$ cat config.mk
export PLATFORM = sky130hd
export DESIGN_NAME = enemy_slot_scheduler_flat
export DESIGN_NICKNAME = d
export VERILOG_FILES = /design/src/rtl/enemy_pkg.sv /design/src/rtl/enemy_slot_scheduler_if.sv /design/src/rtl/enemy_free_slot_finder.sv /design/src/rtl/enemy_slot_scheduler.sv /design/src/flat_wrapper.sv
export SDC_FILE = /design/constraint.sdc
export NUM_CORES = 1
export LEC_CHECK = 0
export CORE_UTILIZATION = 45
export DETAILED_ROUTE_END_ITERATION = 8
export GPL_ROUTABILITY_DRIVEN = 0
export PLACE_DENSITY_LB_ADDON = 0.2
export SLEW_MARGIN = 20
export SYNTH_ARGS = -nofsm -noshare
export SYNTH_HDL_FRONTEND = slang
export SYNTH_SLANG_ARGS = --single-unit
export TNS_END_PERCENT = 1
$ cat constraint.sdc
create_clock -name clk -period 5.27 [get_ports clk]
set_clock_uncertainty 0.1 [all_clocks]
set_input_delay 0.7905 -clock clk [delete_from_list [all_inputs] [get_ports clk]]
set_output_delay 0.7905 -clock clk [all_outputs]
set_load 0.1 [all_outputs]
$ cat src/rtl/enemy_pkg.sv
// enemy_pkg: shared widths, constants, FSM state and slot record for the enemy slot scheduler
package enemy_pkg;
  localparam int SLOT_W = 3;
  localparam int ANGLE_W = 4;
  localparam int TYPE_W = 2;
  localparam int POS_W = 10;
  localparam int E_SIZE = 36;
  localparam int ANGLE_AMOUNT = 16;
  localparam int TYPE_AMOUNT = 4;
  typedef enum logic {IDLE, UPDATE} state_t;
  typedef struct packed {
    logic active;
    logic [TYPE_W-1:0] typ;
    logic [ANGLE_W-1:0] angle;
    logic [POS_W-1:0] x;
    logic [POS_W-1:0] y;
  } slot_t;
endpackage

$ cat src/rtl/enemy_slot_scheduler_if.sv
// enemy_slot_scheduler_if: spawn/kill/frame inputs and flattened per-slot renderer outputs
interface enemy_slot_scheduler_if #(parameter int SLOTS = 6);
  import enemy_pkg::*;
  logic frame_tick;
  logic spawn_valid;
  logic spawn_ready;
  logic [TYPE_W-1:0] spawn_type;
  logic [ANGLE_W-1:0] spawn_angle;
  logic [POS_W-1:0] spawn_x;
  logic [POS_W-1:0] spawn_y;
  logic kill_valid;
  logic [SLOT_W-1:0] kill_slot;
  logic [SLOTS-1:0] slot_active;
  logic [TYPE_W*SLOTS-1:0] slot_type;
  logic [ANGLE_W*SLOTS-1:0] slot_angle;
  logic [POS_W*SLOTS-1:0] slot_x;
  logic [POS_W*SLOTS-1:0] slot_y;
  logic escape_pulse;
  logic [SLOT_W-1:0] escape_slot;
  modport master (
    output frame_tick, spawn_valid, spawn_type, spawn_angle, spawn_x, spawn_y, kill_valid, kill_slot,
    input spawn_ready, slot_active, slot_type, slot_angle, slot_x, slot_y, escape_pulse, escape_slot
  );
  modport slave (
    input frame_tick, spawn_valid, spawn_type, spawn_angle, spawn_x, spawn_y, kill_valid, kill_slot,
    output spawn_ready, slot_active, slot_type, slot_angle, slot_x, slot_y, escape_pulse, escape_slot
  );
endinterface

$ cat src/rtl/enemy_free_slot_finder.sv
// enemy_free_slot_finder: lowest-index inactive slot and whether any slot is free
module enemy_free_slot_finder
  import enemy_pkg::*;
#(
  parameter int SLOTS = 6
) (
  input  logic [SLOTS-1:0]  active,
  output logic [SLOT_W-1:0] free_idx,
  output logic              any_free
);
  // scan from the top so the lowest free index is the last one written
  always_comb begin
    free_idx = '0;
    for (int i = SLOTS - 1; i >= 0; i--) free_idx = active[i] ? free_idx : SLOT_W'(i);
  end
  assign any_free = ~&active;
endmodule

$ cat src/rtl/enemy_slot_scheduler.sv
// enemy_slot_scheduler: enemy slot table with spawn/kill and per-frame fall/rotate walk (ENEMY_ROTATE_EN enables angle stepping)
module enemy_slot_scheduler
  import enemy_pkg::*;
#(
  parameter int SLOTS = 6,
  parameter int SCREEN_H = 480
`ifdef ENEMY_ROTATE_EN
  , parameter int ROT_PERIOD = 8
`endif
) (
  input logic clk,
  input logic rst,
  enemy_slot_scheduler_if.slave bus
);
  slot_t slots [SLOTS];
  state_t state;
  logic [SLOT_W-1:0] idx;
  logic [SLOTS-1:0] act;
  logic [SLOT_W-1:0] free_idx;
  logic any_free;
  logic fire;
  logic kill_hit;
  logic [POS_W:0] y_new;
`ifdef ENEMY_ROTATE_EN
  logic [7:0] fc;
  logic rot;
`endif
  for (genvar g = 0; g < SLOTS; g++) begin : g_flat
    assign act[g] = slots[g].active;
    assign bus.slot_type[TYPE_W*g +: TYPE_W] = slots[g].typ;
    assign bus.slot_angle[ANGLE_W*g +: ANGLE_W] = slots[g].angle;
    assign bus.slot_x[POS_W*g +: POS_W] = slots[g].x;
    assign bus.slot_y[POS_W*g +: POS_W] = slots[g].y;
  end
  assign bus.slot_active = act;
  enemy_free_slot_finder #(.SLOTS(SLOTS)) u_finder (
    .active(act),
    .free_idx(free_idx),
    .any_free(any_free)
  );
  assign bus.spawn_ready = (state == IDLE) && any_free;
  assign fire = bus.spawn_valid && bus.spawn_ready;
  assign kill_hit = bus.kill_valid && (int'(bus.kill_slot) < SLOTS) && act[bus.kill_slot];
  assign y_new = {1'b0, slots[idx].y} + (POS_W+1)'(slots[idx].typ) + (POS_W+1)'(1);
  // frame walk FSM plus spawn and kill writes; kill is applied last so it overrides the walk
  always_ff @(posedge clk or posedge rst) begin
    if (rst) begin
      state <= IDLE;
      idx <= '0;
      bus.escape_pulse <= 1'b0;
      bus.escape_slot <= '0;
      for (int i = 0; i < SLOTS; i++) slots[i] <= '0;
`ifdef ENEMY_ROTATE_EN
      fc <= '0;
      rot <= 1'b0;
`endif
    end else begin
      bus.escape_pulse <= 1'b0;
      if (state == IDLE) begin
        if (bus.frame_tick) begin
          state <= UPDATE;
          idx <= '0;
`ifdef ENEMY_ROTATE_EN
          rot <= fc == 8'(ROT_PERIOD - 1);
          fc <= fc == 8'(ROT_PERIOD - 1) ? '0 : fc + 8'd1;
`endif
        end
      end else begin
        if (slots[idx].active && !(kill_hit && bus.kill_slot == idx)) begin
`ifdef ENEMY_ROTATE_EN
          if (rot) slots[idx].angle <= slots[idx].angle == ANGLE_W'(ANGLE_AMOUNT - 1) ? '0 : slots[idx].angle + 1'b1;
`endif
          if (y_new > (POS_W+1)'(SCREEN_H - E_SIZE)) begin
            slots[idx].active <= 1'b0;
            bus.escape_pulse <= 1'b1;
            bus.escape_slot <= idx;
          end else begin
            slots[idx].y <= y_new[POS_W-1:0];
          end
        end
        state <= idx == SLOT_W'(SLOTS - 1) ? IDLE : UPDATE;
        idx <= idx == SLOT_W'(SLOTS - 1) ? '0 : idx + 1'b1;
      end
      if (fire) slots[free_idx] <= '{1'b1, bus.spawn_type, bus.spawn_angle, bus.spawn_x, bus.spawn_y};
      if (kill_hit) slots[bus.kill_slot].active <= 1'b0;
    end
  end
endmodule

$ cat src/flat_wrapper.sv
// flat-port wrapper written by rule: the top's interface ports become plain ports
module enemy_slot_scheduler_flat import enemy_pkg::*;
#(
  parameter int SLOTS = 6,
  parameter int SCREEN_H = 480

)
  (clk, rst, bus_frame_tick, bus_spawn_valid, bus_spawn_type, bus_spawn_angle, bus_spawn_x, bus_spawn_y, bus_kill_valid, bus_kill_slot, bus_spawn_ready, bus_slot_active, bus_slot_type, bus_slot_angle, bus_slot_x, bus_slot_y, bus_escape_pulse, bus_escape_slot);
  enemy_slot_scheduler_if #(.SLOTS(SLOTS)) bus_i ();
  input logic clk;
  input logic rst;
  input wire logic [$bits(bus_i.frame_tick)-1:0] bus_frame_tick;
  input wire logic [$bits(bus_i.spawn_valid)-1:0] bus_spawn_valid;
  input wire logic [$bits(bus_i.spawn_type)-1:0] bus_spawn_type;
  input wire logic [$bits(bus_i.spawn_angle)-1:0] bus_spawn_angle;
  input wire logic [$bits(bus_i.spawn_x)-1:0] bus_spawn_x;
  input wire logic [$bits(bus_i.spawn_y)-1:0] bus_spawn_y;
  input wire logic [$bits(bus_i.kill_valid)-1:0] bus_kill_valid;
  input wire logic [$bits(bus_i.kill_slot)-1:0] bus_kill_slot;
  output wire logic [$bits(bus_i.spawn_ready)-1:0] bus_spawn_ready;
  output wire logic [$bits(bus_i.slot_active)-1:0] bus_slot_active;
  output wire logic [$bits(bus_i.slot_type)-1:0] bus_slot_type;
  output wire logic [$bits(bus_i.slot_angle)-1:0] bus_slot_angle;
  output wire logic [$bits(bus_i.slot_x)-1:0] bus_slot_x;
  output wire logic [$bits(bus_i.slot_y)-1:0] bus_slot_y;
  output wire logic [$bits(bus_i.escape_pulse)-1:0] bus_escape_pulse;
  output wire logic [$bits(bus_i.escape_slot)-1:0] bus_escape_slot;
  assign bus_i.frame_tick = bus_frame_tick;
  assign bus_i.spawn_valid = bus_spawn_valid;
  assign bus_i.spawn_type = bus_spawn_type;
  assign bus_i.spawn_angle = bus_spawn_angle;
  assign bus_i.spawn_x = bus_spawn_x;
  assign bus_i.spawn_y = bus_spawn_y;
  assign bus_i.kill_valid = bus_kill_valid;
  assign bus_i.kill_slot = bus_kill_slot;
  assign bus_spawn_ready = bus_i.spawn_ready;
  assign bus_slot_active = bus_i.slot_active;
  assign bus_slot_type = bus_i.slot_type;
  assign bus_slot_angle = bus_i.slot_angle;
  assign bus_slot_x = bus_i.slot_x;
  assign bus_slot_y = bus_i.slot_y;
  assign bus_escape_pulse = bus_i.escape_pulse;
  assign bus_escape_slot = bus_i.escape_slot;
  enemy_slot_scheduler #(.SLOTS(SLOTS), .SCREEN_H(SCREEN_H)) u_core (.clk(clk), .rst(rst), .bus(bus_i));
endmodule
======== Yosys cells after proc, flatten, opt, wreduce, memory -nomap -nowiden ========
Cells that the tools add are included.
word-level totals
  register bits ........................... 170
  latch bits .............................. 0
  memory bits (writable) .................. 0
  memory bits (read-only) ................. 0
  bits of input ports ..................... 34
  output and inout bits ................... 167
  word-level logic and storage cells ...... 103
  memories ................................ 0
operators by class
  add/subtract/negate cells ............... 3
  multipliers ............................. 0
  div/mod/pow operators ................... 0
  $lt $le $gt $ge ......................... 9
  equality and inequality tests ........... 2
  shift-type cells ........................ 0
  mux-type cells .......................... 37
  bitwise gates (word level) .............. 4
  reduce and logical (&&, ||, !) cells .... 14
operator list
  kind                     number
  $mux W162                5
  $bwmux W162              4
  $demux W27 S3            4
  $mux W27                 5
  $bmux W27 S3             1
  $mux W3                  9
  $ge A4 B4 Y1 const B     3
  $lt A4 B1 Y1 const B     3
  $not A3 Y4               3
  $add A10 B2 Y11          1
  $add A11 B1 Y11 const B  1
  $gt A11 B9 Y1 const B    1
  $mux W10                 1
  $logic_and A1 B1 Y1      9
  $mux W1                  7
  $reduce_and A6 Y1        1
  $lt A3 B4 Y1 const B     1
  $add A3 B1 Y3 const B    1
  $bmux W1 S3              1
  $eq A3 B3 Y1             1
  $eq A3 B3 Y1 const B     1
  $lt A3 B3 Y1 const B     1
  $reduce_and A3 Y1        1
  $logic_not A1 Y1         2
  2 further kinds          2

======== Logic depth before layout (Yosys ltp) ========
  word-level depth ........................ 15
  depth in mapped cells ................... 18
  mapped depth without buffers ............ 13

======== By module ========
A second synthesis with hierarchy kept.
unflattened totals
  cell total of the unflattened synthesis .. 814
  area, all modules ....................... 8,423.1 um^2
by module, submodules not included
  module                  times used  cells each  area each (um^2)  seq. area each (um^2)
  enemy_slot_scheduler    1           804         8,368.0           4,254.1
  enemy_free_slot_finder  1           10          55.1              0.0

======== Worst setup path after synthesis ========
OpenSTA, ideal clock, no wires.
  path kind ............................... reg-to-reg
  start point ............................. reg u_core.idx[0]
  end point ............................... reg u_core.slots (netlist bit u_core.bus.slot_y[54])
  setup time .............................. 0.126 ns
  arrival ................................. 3.727 ns
  required time ........................... 5.044 ns
  slack ................................... 1.316 ns
  cell stages (with the launch flop) ...... 16
  path buffers ............................ 5
  period minus slack after synthesis ...... 3.954 ns
  cells stage by stage .................... dfrtp_1 > buf_2 > buf_2 > clkbuf_1 > a221oi_1 > nor2_1 > a221oi_1 > ha_1 > fa_1 > nor3_1 > nor2b_1 > xnor2_2 > buf_4 > a31oi_4 > buf_4 > a221o_1
between the ends
  cells in the longest elaborated chain, start to end .. 14
  elaborated cells between the ends (all ways) .. 26
  classes of those cells .................. 2 x add/sub; 3 x order compare; 1 x eq/ne; 15 x mux; 1 x bitwise; 4 x reduce/logical
ends and longest elaborated chain
  element                                       RTL line                                                RTL
  start: declaration                            enemy_slot_scheduler.sv:17                              logic [SLOT_W-1:0] idx;
  start signal: assignment                      enemy_slot_scheduler.sv:82                              idx <= idx == SLOT_W'(SLOTS - 1) ? '0 : idx + 1'b1;
  $not A3 Y4 (not written as such)              --
  $bmux W27 S3                                  enemy_slot_scheduler.sv:44, enemy_slot_scheduler.sv:69
  $mux W27 (not written as such) (2 in a row)   enemy_slot_scheduler.sv:69                              if (slots[idx].active && !(kill_hit && bus.kill_slot == idx)) begin
  $add A10 B2 Y11                               enemy_slot_scheduler.sv:44                              assign y_new = {1'b0, slots[idx].y} + (POS_W+1)'(slots[idx].typ) + (POS_W+1)'(1);
  $add A11 B1 Y11                               enemy_slot_scheduler.sv:44
  $gt A11 B9 Y1 or $bwmux W162 (tied branches)  enemy_slot_scheduler.sv:73, enemy_slot_scheduler.sv:78
  $mux W162                                     enemy_slot_scheduler.sv:73                              if (y_new > (POS_W+1)'(SCREEN_H - E_SIZE)) begin
  $mux W162 *                                   enemy_slot_scheduler.sv:69
  $mux W162 *                                   enemy_slot_scheduler.sv:59                              if (state == IDLE) begin
  $bwmux W162                                   enemy_slot_scheduler.sv:84                              if (fire) slots[free_idx] <= '{1'b1, bus.spawn_type, bus.spawn_angle, bus.spawn_x, bus.spawn_y};
  $mux W162 *                                   enemy_slot_scheduler.sv:84
  $bwmux W162                                   enemy_slot_scheduler.sv:85                              if (kill_hit) slots[bus.kill_slot].active <= 1'b0;
  $mux W162 *                                   enemy_slot_scheduler.sv:85
  end signal: indexed assignment                enemy_slot_scheduler.sv:84
  end: declaration                              enemy_slot_scheduler.sv:15                              slot_t slots [SLOTS];
Every way passes the cells marked *; elsewhere a longest branch is shown, timed or not. The select of a mux whose other input is x is not followed.
A chain may end at the register's enable or synchronous reset.

======== Worst setup path after layout ========
  start point ............................. reg u_core.idx[1]
  end point ............................... reg u_core.slots (netlist bit u_core.bus.slot_y[34])
The elaborated chain is that of the path after synthesis.

==> results_dict.tcl <==
set metrics [dict create \
    status "completed" \
    ys_ff_latch 170 \
    max_stage_delay_ps 700 \
    synth_top_area_share_pct 51.36 \
    initial_core_util_pct 45.95 \
    yosysSeqAreaShare_pct 51.36 \
    layout_worst_path_cycle_share_pct 87.01 \
    fin_nets 1022 \
    path_cells "nor2b_1 -> a221oi_1 -> nor2_1 -> a221oi_1 -> ha_1 -> fa_1 -> nor3_1 -> nor2b_1 -> xnor2_2 -> a31oi_4 -> nor2_1 -> a221o_1" \
    worst_slew_pin_slew_ps 1037 \
    ys_warn_count 0 \
    cts_max_level 4 \
    synthCells 795 \
    rrSetupSlack_ps 680 \
    cts.sinks 170 \
    die_y_um 137.7 \
    synth_cell_types 71 \
    r2r-end "u_core.bus.slot_y[34]" \
    grt_first_pass_wirelength_mm 39.17 \
    postCtsHoldBufs 0 \
    mappedNetlistArea_um2 8283 \
    grt_pass1_vias 6704 \
    wl_per_cell_um 20.92 \
    die_x_um 137.7 \
    min_period_ps 4585 \
    async_flop_share_pct 100.0 \
    critPathArrivalTime_ps 4790 \
    core.rowCount 49 \
    cts-root-buf "clkbuf_16" \
    drt_iter0_markers 572 \
    grt_overflow 0 \
    antenna_left 0 \
    io_buffers 200 \
    drv_cap 0 \
    path_clk_slew_ps 70 \
    slew_headroom_pct 30.62 \
    antenna_cells 0 \
    drv_slew 0 \
    setup_viol 0 \
    drc 0 \
    fillers 1535 \
    post-cts-setup-buffer-count 0 \
    finalHoldViolCount 0 \
    area_growth_pct 34.05 \
    synth_nets 832 \
    final_layout_size_suffix_gt1_share_pct 13.94 \
    cts.repair.resized 0 \
    core_region_area_um2 18020 \
    crit_path_start "u_core.idx[1]" \
    fmax_mhz 218.1 \
    hpwl_mm 17.39 \
    die_area_um2 18950 \
    synth_area_leaders "dfrtp_1 (51%), nand2_1 (9.5%), mux2_2 (6.8%)" \
    cts_buffers 17 \
    wl_mm 25.64 \
    rsz0062_at_grt "false" \
    vias 6897 \
    syn_avg_cell_area_um2 10.42 \
    antenna_found_initial 0 \
    grt_max_degree 98 \
    crit_slowest_cell "a31oi_4" \
    clock_latency_ps 420 \
    grt_usage_pct 28.07 \
    synth-main-ff-cell "dfrtp_1" \
    setup_tns_ps 0 \
    clk_path_buf_depth 2 \
    crit_type "register to register" \
    whs_ps 374.0 \
    cp-end-kind "register" \
    first_pass_iters 5 \
    reg2reg_depth 12 \
    start_kind "register" \
    cp_max_fo 19 \
    viasPerCell 5.626 \
    crit_required_ps 5480 \
    regToRegStartpoint "u_core.idx[1]" \
    yosysTopAreaCell "dfrtp_1" \
    crit_path_end "u_core.bus.slot_y[34]" \
    cts_tree "yes" \
    synth_edf_count 0 \
    io_pins 201 \
    hold_class "register to register" \
]
[layout make-up]
cell class                      count  area, um2  share of cell area (%)
Sequential cell                   170       4254                   38.31
Tap cell                          229      286.5                   2.581
Inverter                           14      56.30                  0.5071
Multi-Input combinational cell    558       3720                   33.50
Timing Repair Buffer              224       2227                   20.06
Clock inverter                     12      116.4                   1.048
Clock buffer                       19      442.9                   3.989
[Yosys cell counts, drive strengths merged, types with 5 or more instances]
library cell,number
nand2,210
dfrtp,170
mux2,58
nor2,44
mux2i,35
o21ai,35
clkbuf,30
a221o,25
buf,23
a21oi,18
nor2b,16
inv,14
a31oi,10
a221oi,9
nor3b,9
o22ai,8
nor3,7
a22oi,5
nand3b,5
[kinds of logic after synthesis]
| family | Yosys count | synth area share [%] |
|---|---|---|
| AO/OA/AOI/OAI | 138 | 13.55 |
| XOR/XNOR | 7 | 1.012 |
| adder cells (fa/ha/maj) | 3 | 0.5438 |
| buffers and inverters | 67 | 4.230 |
| flip-flops | 170 | 51.36 |
| multiplexers | 94 | 12.52 |
| AND/OR/NAND/NOR | 316 | 16.78 |
[per-layer routing]
layer / global-route usage (%) / up-vias / wire length, um
met3: 8.205 / 52 / 2342
met4: 11.05 / 0 / 653
met5: 0 / - / 0
li1: - / 3151 / -
met1: 37.57 / 3379 / 10780
met2: 42.69 / 315 / 11870
[through the flow]
step / setup slack, ps / util [%] / instance area (um2) / instances
floorplan: 1317 / - / 8287 / 795
global placement: 923.6 / 58.17 / 10490 / 1193
detailed placement: 783.6 / 58.17 / 10490 / 1193
CTS: 756.4 / 61.27 / 11040 / 1224
global route: 303.5 / 61.60 / 11100 / 1226
finish: 684.7 / 61.60 / 11100 / 1226
[how the worst min path moves through the flow]
stage | start | end | depth (start not counted) | slack, ps
after floorplan | u_core.idx[0] | u_core.bus.slot_active[2] | 2 | 550
after global placement | register | register | 2 | 360
after detailed placement | register | register | 2 | 360
after CTS | register | register | 2 | 380
after global routing | register | register | 2 | 400
final | register | register | 2 | 370
[critical path, delay by kind of cell (launching register included)]
family | cells | cell delay (ps)
XOR/XNOR | 1 | 310
AND/OR/NAND/NOR | 5 | 1610
AO/OA/AOI/OAI | 4 | 1230
adder cells (fa/ha/maj) | 2 | 700
flip-flops | 1 | 510
[cells in the final DEF, fill, tap and decap left out, drive strengths merged, types with 4 or more instances in the layout]
cell type / count
nand2: 210
clkdlybuf4s50: 200
dfrtp: 170
mux2: 58
nor2: 44
mux2i: 35
o21ai: 35
a221o: 25
buf: 24
clkbuf: 19
a21oi: 18
inv: 17
nor2b: 16
a31oi: 10
a221oi: 9
nor3b: 9
o22ai: 8
nor3: 7
clkinvlp: 6
nand3b: 5
a22oi: 5
nand3: 4
and3b: 4
a32oi: 4
o211ai: 4
xor2: 4
Power is not shown: default switching activity piles up to over one toggle a cycle in this logic, so the estimate is an artifact.
